==> config.mk <==
export PLATFORM = sky130hd
export DESIGN_NAME = alu_arbiter_seq
export DESIGN_NICKNAME = d
export VERILOG_FILES = /design/src/rtl/alu_arbiter_seq.sv
export SDC_FILE = /design/constraint.sdc
export NUM_CORES = 1
export LEC_CHECK = 0
export ABC_AREA = 1
export BUFFER_PORTS_ARGS = -buffer_cell sky130_fd_sc_hd__clkbuf_2
export CORE_MARGIN = 2
export CORE_UTILIZATION = 40
export CTS_BUF_LIST = sky130_fd_sc_hd__clkbuf_2
export DETAILED_ROUTE_END_ITERATION = 10
export GPL_ROUTABILITY_DRIVEN = 0
export GPL_TIMING_DRIVEN = 0
export PLACE_DENSITY_LB_ADDON = 0.1
export SETUP_SLACK_MARGIN = 0.3
export SYNTH_ARGS = -nofsm -noshare
export SYNTH_HDL_FRONTEND = slang
export SYNTH_SLANG_ARGS = --single-unit
==> constraint.sdc <==
create_clock -name clk -period 1.7 [get_ports clk]
set_clock_uncertainty 0.15 [all_clocks]
set_input_delay 0.17 -clock clk [delete_from_list [all_inputs] [get_ports clk]]
set_output_delay 0.17 -clock clk [all_outputs]
set_load 0.05 [all_outputs]
==> src/rtl/alu_arbiter_seq.sv <==
// Two-way round-robin arbiter and sequencer for the shared 16-bit Full_ALU.
// One accepted request walks IDLE -> LOAD -> EXEC -> CAPT -> RESP, then back to IDLE.
module alu_arbiter_seq (
  input  logic        clk,
  input  logic        reset,

  input  logic        req0_valid,
  output logic        req0_ready,
  input  logic [15:0] req0_a,
  input  logic [15:0] req0_b,
  input  logic [1:0]  req0_aluop,
  input  logic [3:0]  req0_func,

  input  logic        req1_valid,
  output logic        req1_ready,
  input  logic [15:0] req1_a,
  input  logic [15:0] req1_b,
  input  logic [1:0]  req1_aluop,
  input  logic [3:0]  req1_func,

  output logic [15:0] alu_A,
  output logic [15:0] alu_B,
  output logic        alu_A_write,
  output logic        alu_B_write,
  output logic        alu_ALUout_write,
  output logic [1:0]  alu_ALUop,
  output logic [3:0]  alu_Func,
  input  logic [15:0] alu_Result,
  input  logic        alu_isNegative,
  input  logic        alu_overflow,
  input  logic        alu_isZero,

  output logic        rsp_valid,
  input  logic        rsp_ready,
  output logic        rsp_id,
  output logic [15:0] rsp_result,
  output logic        rsp_isNegative,
  output logic        rsp_overflow,
  output logic        rsp_isZero,

  output logic        busy,
  output logic [2:0]  dbg_state
);

  localparam logic [2:0] ST_IDLE = 3'd0;
  localparam logic [2:0] ST_LOAD = 3'd1;
  localparam logic [2:0] ST_EXEC = 3'd2;
  localparam logic [2:0] ST_CAPT = 3'd3;
  localparam logic [2:0] ST_RESP = 3'd4;

  logic [2:0]  r_state;
  logic        r_last_grant;
  logic [15:0] r_op_a;
  logic [15:0] r_op_b;
  logic [1:0]  r_op_aluop;
  logic [3:0]  r_op_func;
  logic        r_op_id;

  logic        r_rsp_valid;
  logic        r_rsp_id;
  logic [15:0] r_rsp_result;
  logic        r_rsp_neg;
  logic        r_rsp_ovf;
  logic        r_rsp_zero;

  logic [2:0]  w_next_state;
  logic        w_idle;
  logic        w_any_valid;
  logic        w_grant;
  logic        w_accept;
  logic        w_drive;
  logic [15:0] w_sel_a;
  logic [15:0] w_sel_b;
  logic [1:0]  w_sel_aluop;
  logic [3:0]  w_sel_func;

  // Handshakes: a transfer happens on a rising edge where valid and ready are
  // both high; ready never depends on anything but state, reset and the valids.
  assign w_idle      = (r_state == ST_IDLE) && !reset;
  assign w_any_valid = req0_valid || req1_valid;

  // On a tie the requester not served last time wins.
  always_comb begin
    w_grant = 1'b0;
    if (req0_valid && req1_valid) begin
      w_grant = ~r_last_grant;
    end else if (req1_valid) begin
      w_grant = 1'b1;
    end
  end

  assign w_accept   = w_idle && w_any_valid;
  assign req0_ready = w_idle && req0_valid && !w_grant;
  assign req1_ready = w_idle && req1_valid && w_grant;

  assign w_sel_a     = w_grant ? req1_a     : req0_a;
  assign w_sel_b     = w_grant ? req1_b     : req0_b;
  assign w_sel_aluop = w_grant ? req1_aluop : req0_aluop;
  assign w_sel_func  = w_grant ? req1_func  : req0_func;

  always_comb begin
    w_next_state = r_state;
    case (r_state)
      ST_IDLE: if (w_accept) w_next_state = ST_LOAD;
      ST_LOAD: w_next_state = ST_EXEC;
      ST_EXEC: w_next_state = ST_CAPT;
      ST_CAPT: w_next_state = ST_RESP;
      ST_RESP: if (rsp_ready) w_next_state = ST_IDLE;
      default: w_next_state = ST_IDLE;
    endcase
  end

  always_ff @(posedge clk) begin
    if (reset) begin
      r_state      <= ST_IDLE;
      r_last_grant <= 1'b1;
      r_op_a       <= '0;
      r_op_b       <= '0;
      r_op_aluop   <= '0;
      r_op_func    <= '0;
      r_op_id      <= 1'b0;
    end else begin
      r_state <= w_next_state;
      if (w_accept) begin
        r_op_a       <= w_sel_a;
        r_op_b       <= w_sel_b;
        r_op_aluop   <= w_sel_aluop;
        r_op_func    <= w_sel_func;
        r_op_id      <= w_grant;
        r_last_grant <= w_grant;
      end
    end
  end

  // Result and flags arrive from the ALUout latch during CAPT and are held until taken.
  always_ff @(posedge clk) begin
    if (reset) begin
      r_rsp_valid  <= 1'b0;
      r_rsp_id     <= 1'b0;
      r_rsp_result <= '0;
      r_rsp_neg    <= 1'b0;
      r_rsp_ovf    <= 1'b0;
      r_rsp_zero   <= 1'b0;
    end else if (r_state == ST_CAPT) begin
      r_rsp_valid  <= 1'b1;
      r_rsp_id     <= r_op_id;
      r_rsp_result <= alu_Result;
      r_rsp_neg    <= alu_isNegative;
      r_rsp_ovf    <= alu_overflow;
      r_rsp_zero   <= alu_isZero;
    end else if ((r_state == ST_RESP) && rsp_ready) begin
      r_rsp_valid  <= 1'b0;
    end
  end

  assign w_drive = (r_state == ST_LOAD) || (r_state == ST_EXEC) || (r_state == ST_CAPT);

  assign alu_A            = w_drive ? r_op_a     : 16'h0000;
  assign alu_B            = w_drive ? r_op_b     : 16'h0000;
  assign alu_ALUop        = w_drive ? r_op_aluop : 2'b00;
  assign alu_Func         = w_drive ? r_op_func  : 4'h0;
  assign alu_A_write      = (r_state == ST_LOAD);
  assign alu_B_write      = (r_state == ST_LOAD);
  assign alu_ALUout_write = (r_state == ST_EXEC);

  assign rsp_valid      = r_rsp_valid;
  assign rsp_id         = r_rsp_id;
  assign rsp_result     = r_rsp_result;
  assign rsp_isNegative = r_rsp_neg;
  assign rsp_overflow   = r_rsp_ovf;
  assign rsp_isZero     = r_rsp_zero;

  assign busy      = (r_state != ST_IDLE);
  assign dbg_state = r_state;

endmodule

==> reports/qor.txt, run 1 <==
IO buf count: 167
largest net degree at the start of global routing: 13
synthesized area: 3230 um2
number of flops mapped to enable cells by yosys: 0
Post-synth top cells: nand2_1 (160), nor2_1 (158), dfxtp_1 (64), inv_1 (45), nand3_1 (44)
status: did not finish
leading area contributor after synthesis: dfxtp_1
Worst EP kind: top-level output
Error: [ERROR GRT-0232] Routing congestion too high. Check the congestion heatmap in the GUI.
pre-CTS WS: -0.212 ns
num rows: 32
Syn Area/Cell: 6.00 um2
top-area cell type share of the netlist area: 0.396
maximum clock path buffer count: 2
Synth Net Count: 639
grt ovf: 375
Yosys reg bits: 64
Top FF cell, synth: dfxtp_1
Syn. warnings: 0
num ports: 168
post-GRT worst EP: req0_ready
clk sinks: 64
Fail Step: global routing
Die X: 93.9 um
Seq/Total Area, Yosys: 0.396
die span in y: 93.9 um
fraction of registers with async set/reset: 0
root buffer cell: clkbuf_2
Tot GR Track Use: 0.863
Num CTS Buffers: 9
top cells by area, synth: dfxtp_1 (40%), nand2_1 (19%), nor2_1 (18%)
Cells after DPL: 808
DP HPWL: 7.19 mm
H-Tree Level Count: 3
Initial Utilization: 0.416
Synth cell types: 19
Synth Instances: 539
most instantiated library cell after synthesis: nand2_1
-- per-stage QoR --
stage          instance area [um2]  hold slack (ns)  utilization
2_1_floorplan                 3610           0.0794            -
3_3_place_gp                  4570            0.271        0.589
3_5_place_dp                  4570            0.276        0.589
4_1_cts                       6810           0.0466        0.877
-- cell families after synthesis --
group	share of synthesized area
simple gates	0.449
buf+inv	0.113
flops	0.396
compound gates	0.0410
-- metal layers --
metal,overflow,global-route usage
met2,261,1.12
met1,4,0.812
met5,0,0.0577
met3,3,0.597
met4,107,1.03
-- what timing repair did --
item,in CTS
buffers inserted,16
pin swaps,19
cloned,6
hold buffers,98
hold endpoints to repair,61
gates resized for setup,239
endpoints found under the setup margin,118
==> run 2: changes to the inputs <==
Settings changed: CORE_UTILIZATION 40 to 25, CTS_BUF_LIST sky130_fd_sc_hd__clkbuf_2 to not set, PLACE_DENSITY_LB_ADDON 0.1 to 0.15, SETUP_SLACK_MARGIN 0.3 to not set.
==> run 2 against run 1 <==
The flow now finishes, with violations (negative setup slack). Synthesized cell count unchanged. Area after synthesis unchanged.
==> reports/qor.txt, run 2 <==
status: finished, violations left
failing checks: negative setup slack
Post-synth top cells: nand2_1 (160), nor2_1 (158), dfxtp_1 (64), inv_1 (45), nand3_1 (44)
Final Critical Period: 1.73 ns
Reg area: 1290 um2
DR WL/cell: 12.0 um
DR pass1 iterations: 4
Synth Net Count: 639
Synth cell types: 19
post-synthesis adder-cell area fraction: 0
clk sinks: 64
Cell Chain, Critical Path: inv_6 -> o21ai_4 -> buf_8 -> buf_12 -> nor2_2 -> buf_8
crit end category: primary output
Synth Area in XOR/XNOR: 0
root buffer cell: clkbuf_16
# DRC: 0
Top FF cell, synth: dfxtp_1
Syn. warnings: 0
num ports: 168
die area: 13900 um2
Synth Instances: 539
IO buf count: 167
Reg clk slew, reported paths: 0.06 ns
vias in the first global route: 3749
number of flops mapped to enable cells by yosys: 0
PnR worst setup slack: -0.0267 ns
Layout Area Growth over Synthesis: 73.4%
Num CTS Buffers: 9
Reg2Reg Setup Slack: 0.14 ns
RSZ-0062 raised after global routing: true
post-synthesis mux area share: 0
final non-filler cell total: 924
maximum clock path buffer count: 2
most instantiated library cell after synthesis: nand2_1
grt ovf: 0
Top delay family on crit path: buffers and inverters
WP data required: 1.38 ns
H-Tree Level Count: 3
Critical Path AT: 1.41 ns
Cells after DPL: 878
DP HPWL: 8.13 mm
Seq/Total Area, Yosys: 0.396
num rows: 41
final wirelength: 11.1 mm
crit path from: dbg_state[2]
Tcrit/Tclk final: 1.02
Worst slew margin: 0.673
leading area contributor after synthesis: dfxtp_1
initial antenna violation count: 0
CP dominant cell by count: buf_8
layout cell share with drive strength beyond 1: 0.363
Die X: 118 um
crit path max-delay cell type: dfxtp_4
first-pass GRT wire length: 17.9 mm
maximum vdd drop: 453 uV
Final #Nets: 847
measured slew at the worst slew-check pin: 0.490 ns
Critical path buffers and inverters: 4
Pleak: 2.87 nW
largest stage delay on the critical path: 0.36 ns
Synth Area in Simple Gates: 0.449
CTS tree: yes
largest family of logic cells by synthesized area: simple AND/OR/NAND/NOR gates
P per Cell Area: 1030 nW/um2
core area: 12600 um2
fin util: 0.444
Tot GR Track Use: 0.159
vias per cell: 4.19
top cells by area, synth: dfxtp_1 (40%), nand2_1 (19%), nor2_1 (18%)
Slew Limit Fails: 0
synthesized area: 3230 um2
commonest non-fill, non-tap cell in the layout: nand2_1
worst skew pair latency: 0.33 ns
drt initial violations: 134
CP startpoint kind: flop
complex-gate fraction of the synthesized area: 0.0410
Initial Utilization: 0.256
Syn Area/Cell: 6.00 um2
fraction of registers with async set/reset: 0
hold_sp: alu_isNegative
Max-Cap Viols: 0
multi-input logic area: 1870 um2
Layout fillers: 1356
WS Path Type: flop to primary output
detailed-route via count: 3876
Reg-to-Reg Start: dbg_state[0]
crit-path max FO: 8
Final ANT Viol Nets: 0
final setup fails: 22
Fmax achieved: 579 MHz
most frequent cells in the layout: nand2_1 (159), clkbuf_2 (124), nor2_1 (119)
Ant. Diodes: 0
largest net degree at the start of global routing: 14
Final Hold Fails: 0
die span in y: 118 um
min-delay worst type: primary input to flop
top-area cell type share of the netlist area: 0.396
Yosys reg bits: 64
[run 2: stage by stage]
stage / hold WS, ns / power (mW) / cell area (um2) / setup TNS [ns] / setup WS (ns)
floorplan: 0.0794 / 3.11 / 3480 / -2.06 / -0.0989
global placement: 0.270 / 3.56 / 4530 / -8.92 / -0.417
detailed placement: 0.282 / 3.58 / 4530 / -9.43 / -0.427
CTS: 0.00578 / 5.71 / 5500 / -1.54 / -0.0757
global route: 0.0234 / 6.10 / 5600 / -2.83 / -0.0935
finish: 0.00499 / 5.75 / 5600 / -0.293 / -0.0267
[run 2: cells by family (layout without fill, tap and decap cells)]
kind of cell,Yosys count,in the layout
compound gates,26,26
buf+inv,82,295
simple gates,367,367
flops,64,64
[run 2: power by group]
group | internal [mW] | switching (mW) | leakage, nW
Combinational | 0.851 | 1.40 | 2.20
Clock | 1.04 | 0.727 | 0.140
Sequential | 1.66 | 0.0629 | 0.527
Total | 3.56 | 2.19 | 2.87
[run 2: metal layers]
metal | vias up | GRT usage | routed length (um) | share of wire
li1 | 2042 | - | - | -
met1 | 1723 | 0.196 | 4980 | 0.45
met3 | 10 | 0.0470 | 691 | 0.063
met5 | - | 0 | 0 | 0
met4 | 0 | 0.0482 | 127 | 0.011
met2 | 101 | 0.269 | 5260 | 0.48
[run 2: final cells by class]
class	count	share of cell area
buffer	35	0.0424
clock inverter	6	0.00871
inverter	47	0.0333
sequential	64	0.231
clock buffer	10	0.0426
tap	172	0.0384
timing repair buffer	197	0.270
multi-input combinational	393	0.334
[run 2: tightest hold or removal path: stages]
cell      delay [ns]
clkbuf_2        0.07
o21ai_0         0.09
nor2_1          0.11
[run 2: path summary, 6_finish.rpt]
path / end / cells after the start
max: alu_A[2] / 6
min: rsp_isNegative / 3
max reg2reg: r_op_b[14] / 7
min reg2reg: rsp_valid / 2
[run 2: timing repair]
item,in CTS,in global routing
gates resized for setup,99,42
cloned,1,1
pin swaps,3,2
hold buffers,20,0
setup buffers,7,1
endpoints found under the setup margin,40,63
endpoints found under the hold margin,21,0
Note: power is estimated with default switching activity, not from simulation.
==> run 3: changes to the inputs <==
Settings changed: BUFFER_PORTS_ARGS -buffer_cell sky130_fd_sc_hd__clkbuf_2 to -buffer_cell sky130_fd_sc_hd__buf_2, CORE_MARGIN 2 to 5.
Clock period 1.7 ns to 2.07 ns, I/O delays scaled along.
==> run 3 against run 2 <==
The flow now finishes without violations. Clock power down 12%. Clock-buffer cell count up 2. Die area increased by 10%. Setup slack better by 0.088 ns. Final area decreased by 13%. Via count is 2.0% lower. Register-to-register slack improved by 0.33 ns. Combinational power decreased by 36%. Critical path depth unchanged.
==> reports/qor.txt, run 3 (synthesis gave the netlist of run 2 again) <==
multi-input logic area: 1640 um2
Final Cell Area: 4900 um2
num rows: 41
worst reg2reg endpoint: r_op_func[0]
IO buf count: 167
Reg area: 1280 um2
# DRC: 0
P per Cell Area: 896 nW/um2
vias in the first global route: 3829
CP startpoint kind: flop
die area: 15300 um2
commonest non-fill, non-tap cell in the layout: nand2_1
Slew Limit Fails: 0
crit path max-delay cell type: dfxtp_2
R2R depth: 6
final non-filler cell total: 910
Max-Cap Viols: 0
Tcrit/Tclk final: 0.970
final setup fails: 0
M1 GR Usage: 0.183
vias per cell: 4.17
grt ovf: 0
M2 GR Usage: 0.253
Reg2Reg Setup Slack: 0.47 ns
Final Hold Fails: 0
end of the worst hold path: rsp_result[9]
DR pass1 iterations: 4
Reg-to-Reg Start: dbg_state[0]
pre-CTS WS: 0.0740 ns
maximum vdd drop: 413 uV
fin util: 0.387
Pleak: 2.72 nW
DR WL/cell: 12.3 um
Ant. Diodes: 0
num ports: 168
final wirelength: 11.2 mm
maximum clock path buffer count: 2
worst skew pair latency: 0.33 ns
GRT busiest layer: met2
Tot Pwr: 4.39 mW
placed cell area: 4330 um2
largest stage delay on the critical path: 0.35 ns
core area: 12700 um2
crit end category: primary output
DP HPWL: 8.51 mm
WP data required: 1.71 ns
crit-path max FO: 10
layout cell share with drive strength beyond 1: 0.310
met3 Usage GRT: 0.0204
Num CTS Buffers: 9
die span in y: 124 um
initial antenna violation count: 0
WS Path Type: flop to primary output
CP dominant cell by count: buf_4
Reg clk slew, reported paths: 0.05 ns
Tot GR Track Use: 0.148
Final #Nets: 834
Worst slew margin: 0.658
Cells after DPL: 878
CTS tree: yes
Layout fillers: 1361
WHS Path Cells: 3
most frequent cells in the layout: nand2_1 (160), buf_2 (156), nor2_1 (144)
drt initial violations: 228
Critical Path AT: 1.65 ns
largest net degree at the start of global routing: 11
hold_sp: alu_Result[9]
Initial Utilization: 0.255
Die X: 124 um
Final Critical Period: 2.01 ns
Cell Chain, Critical Path: inv_1 -> o21ai_1 -> buf_4 -> buf_4 -> nor2_1 -> buf_4
clk sinks: 64
PnR worst setup slack: 0.0611 ns
worst hold slack: 0.00691 ns
final setup TNS: 0 ns
RSZ-0062 raised after global routing: true
Layout Area Growth over Synthesis: 51.6%
min-delay worst type: primary input to flop
Final ANT Viol Nets: 0
Fmax achieved: 498 MHz
detailed-route via count: 3797
H-Tree Level Count: 3
measured slew at the worst slew-check pin: 0.513 ns
status: finished, final reports clean
first-pass GRT wire length: 17.9 mm
root buffer cell: clkbuf_16
run 3: critical path, delay by kind of cell (launching register included):
family	cells	cell delay [ns]
simple gates	1	0.17
buf+inv	4	0.70
compound gates	1	0.11
flops	1	0.35
run 3: worst max path at each step:
stage / start / endpoint / slack (ns) / cells past startpoint
floorplan: dbg_state[1] / alu_ALUop[0] / -0.19 / 4
detailed placement: dbg_state[2] / alu_B[14] / 0.07 / 6
global placement: dbg_state[2] / alu_B[10] / 0.10 / 6
global route: dbg_state[2] / alu_B[8] / 0.00005 / 6
CTS: dbg_state[1] / alu_B[10] / -0.001 / 5
finish: dbg_state[2] / alu_B[10] / 0.06 / 6
run 3: power by group:
| group | switching (mW) | internal (mW) | leakage [nW] |
|---|---|---|---|
| Clock | 0.528 | 1.02 | 0.154 |
| Combinational | 0.985 | 0.445 | 2.04 |
| Sequential | 0.0472 | 1.37 | 0.525 |
run 3: metal layers:
layer	vias to the layer above	routed length, um
li1	2012	-
met1	1660	4980
met2	104	5310
met3	21	611
met4	0	295
met5	-	0
run 3: area by class of cell:
type                       count  share of cell area
inverter                      47              0.0360
buffer                        35              0.0406
multi-input combinational    393               0.334
clock buffer                  12              0.0544
timing repair buffer         184               0.221
sequential                    64               0.262
tap                          172              0.0439
clock inverter                 3             0.00817
run 3: timing repair:
item                                    4_1_cts  5_1_grt
endpoints found under the hold margin        18        0
resized for setup                            28       12
setup buffers                                 1        0
hold buffers                                 16        0
endpoints found under the setup margin       30       38
==> run 4: changes to the inputs <==
Settings changed: ABC_AREA 1 to 0.
==> run 4 against run 3 <==
Final cell count down 12%. Sequential share of layout area decreased by 2.5 points. Synthesized cell count down 29%. First-iteration DRC count fell by 50%. Critical path depth unchanged. Clock-buffer cell count up 1. Global-route usage up 0.62 points. Maximum frequency up 0.53%. Worst hold slack improved by 0.0072 ns. Via count shrank 6.8%. Power up 16%. Area after synthesis fell by 3.2%.
==> reports/qor.txt, run 4 <==
Post-synth top cells: nand2_1 (117), dfxtp_1 (64), a21oi_1 (61), and2_1 (38), a311oi_2 (20)
Final Critical Period: 2.00 ns
Synth cell types: 29
fin util: 0.445
min-delay worst type: primary input to flop
first-pass GRT wire length: 18.0 mm
Die X: 122 um
largest net degree at the start of global routing: 15
grt ovf: 0
number of flops mapped to enable cells by yosys: 0
num rows: 40
final non-filler cell total: 799
initial antenna violation count: 1
most frequent cells in the layout: buf_2 (157), nand2_1 (117), dfxtp_1 (62), dlygate4sd3_1 (62), a21oi_1 (61)
Final #Nets: 726
Syn. warnings: 0
worst hold slack: 0.0142 ns
Reg2Reg Setup Slack: 0.25 ns
die span in y: 122 um
CP dominant cell by count: nor3_4
R2R depth: 7
Cell Chain, Critical Path: buf_8 -> buf_12 -> nor3_4 -> inv_2 -> nor3_4 -> buf_2
Layout Area Growth over Synthesis: 72.9%
Cells after DPL: 718
Max-Cap Viols: 0
num ports: 168
final setup TNS: 0 ns
worst reg2reg endpoint: r_op_a[11]
Worst slew margin: 0.507
Synth Instances: 383
crit-path max FO: 7
clk sinks: 64
maximum vdd drop: 510 uV
crit path to: req0_ready
H-Tree Level Count: 3
Seq/Total Area, Yosys: 0.409
CP startpoint kind: flop
Ant. Diodes: 0
DR pass1 iterations: 4
crit path max-delay cell type: dfxtp_2
Layout fillers: 1236
Tot Pwr: 5.11 mW
Final ANT Viol Nets: 0
Syn Area/Cell: 8.17 um2
Slew Limit Fails: 0
synthesized area: 3130 um2
Yosys reg bits: 64
Final Hold Fails: 0
CTS tree: yes
Synth Net Count: 483
drt initial violations: 113
core area: 12200 um2
Fmax achieved: 500 MHz
top cells by area, synth: dfxtp_1 (41%), nand2_1 (14%), a21oi_1 (9.8%)
fraction of registers with async set/reset: 0
measured slew at the worst slew-check pin: 0.740 ns
status: finished, final reports clean
final wirelength: 11.7 mm
Top FF cell, synth: dfxtp_1
Pleak: 2.40 nW
top-area cell type share of the netlist area: 0.409
final setup fails: 0
maximum clock path buffer count: 2
Reg-to-Reg Start: dbg_state[0]
worst skew pair latency: 0.33 ns
WP data required: 1.71 ns
detailed-route via count: 3540
root buffer cell: clkbuf_16
layout cell share with drive strength beyond 1: 0.431
crit end category: primary output
IO buf count: 167
# DRC: 0
Initial Utilization: 0.257
DP HPWL: 8.10 mm
vias per cell: 4.43
P per Cell Area: 945 nW/um2
Tot GR Track Use: 0.155
Tcrit/Tclk final: 0.965
Reg clk slew, reported paths: 0.05 ns
most instantiated library cell after synthesis: nand2_1
crit path from: dbg_state[0]
Num CTS Buffers: 9
leading area contributor after synthesis: dfxtp_1
die area: 14900 um2
vias in the first global route: 3567
commonest non-fill, non-tap cell in the layout: buf_2
Critical Path AT: 1.64 ns
DR WL/cell: 14.7 um
largest stage delay on the critical path: 0.33 ns
WS Path Type: flop to primary output
run 4: cell types whose count changed in the layout (fill, tap and decap cells not counted), moves of 21 or more:
cell           change
o21ai_0           -21
inv_1             -45
nand2_1           -43
nor2_1           -143
nand3_1           -44
a21oi_1           +58
dlygate4sd3_1     +46
run 4: critical path: cells and delay by family (launching register included):
kind          cells  cell delay [ns]
buf+inv           4             0.67
flops             1             0.33
simple gates      2             0.32
run 4: report_power, final:
part	switching [mW]	leakage [nW]	total, mW	internal, mW
Combinational	1.34	1.73	2.17	0.835
Sequential	0.0830	0.525	1.49	1.41
Clock	0.550	0.145	1.45	0.902
Total	1.97	2.40	5.11	3.14
run 4: repair_timing:
item / in CTS / in global routing
hold endpoints to repair: 43 / 0
pin swaps: 1 / 2
hold buffers: 62 / 0
gates resized for setup: 41 / 34
cloned: 1 / 0
setup buffers: 1 / 2
endpoints found under the setup margin: 40 / 32
run 4: routing by layer:
layer | part of all wire | wire (um) | vias to the layer above | GRT usage
li1 | - | - | 1802 | -
met1 | 0.45 | 5320 | 1591 | 0.191
met2 | 0.45 | 5320 | 134 | 0.253
met3 | 0.079 | 925 | 11 | 0.0594
met4 | 0.011 | 128 | 2 | 0.0392
met5 | 0.00060 | 7 | - | 0
run 4: worst min path at each step:
stage | from | end | slack [ns] | depth (start not counted)
2_1_floorplan | alu_isNegative | rsp_isNegative | 0.19 | 2
3_3_place_gp | rsp_result[3] | rsp_result[3] | 0.29 | 2
3_5_place_dp | rsp_result[13] | rsp_result[13] | 0.29 | 2
4_1_cts | req1_a[0] | r_op_a[0] | 0.0001 | 3
5_1_grt | req0_a[10] | r_op_a[10] | 0.002 | 3
6_report | req0_a[10] | r_op_a[10] | 0.01 | 3
run 4: cell families (layout without fill, tap and decap cells):
logic type	count (synthesis)	in the layout	synth area share
simple gates	170	170	0.249
compound gates	108	108	0.272
flops	64	64	0.409
buf+inv	40	288	0.0672
xor+xnor	1	1	0.00280
run 4: cell type report:
type	count	area (um2)	share of cell area
sequential	64	1280	0.237
clock buffer	13	270	0.0499
multi-input combinational	279	1730	0.319
buffer	38	255	0.0472
tap	168	210	0.0388
clock inverter	3	15.0	0.00277
inverter	1	3.75	0.000694
timing repair buffer	233	1650	0.304
run 4: per-stage QoR:
stage               worst slack, ns  cell area (um2)
floorplan                   -0.0516             3190
global placement             -0.279             4240
detailed placement           -0.298             4240
CTS                         0.00222             5270
global route               -0.00547             5410
finish                       0.0717             5410
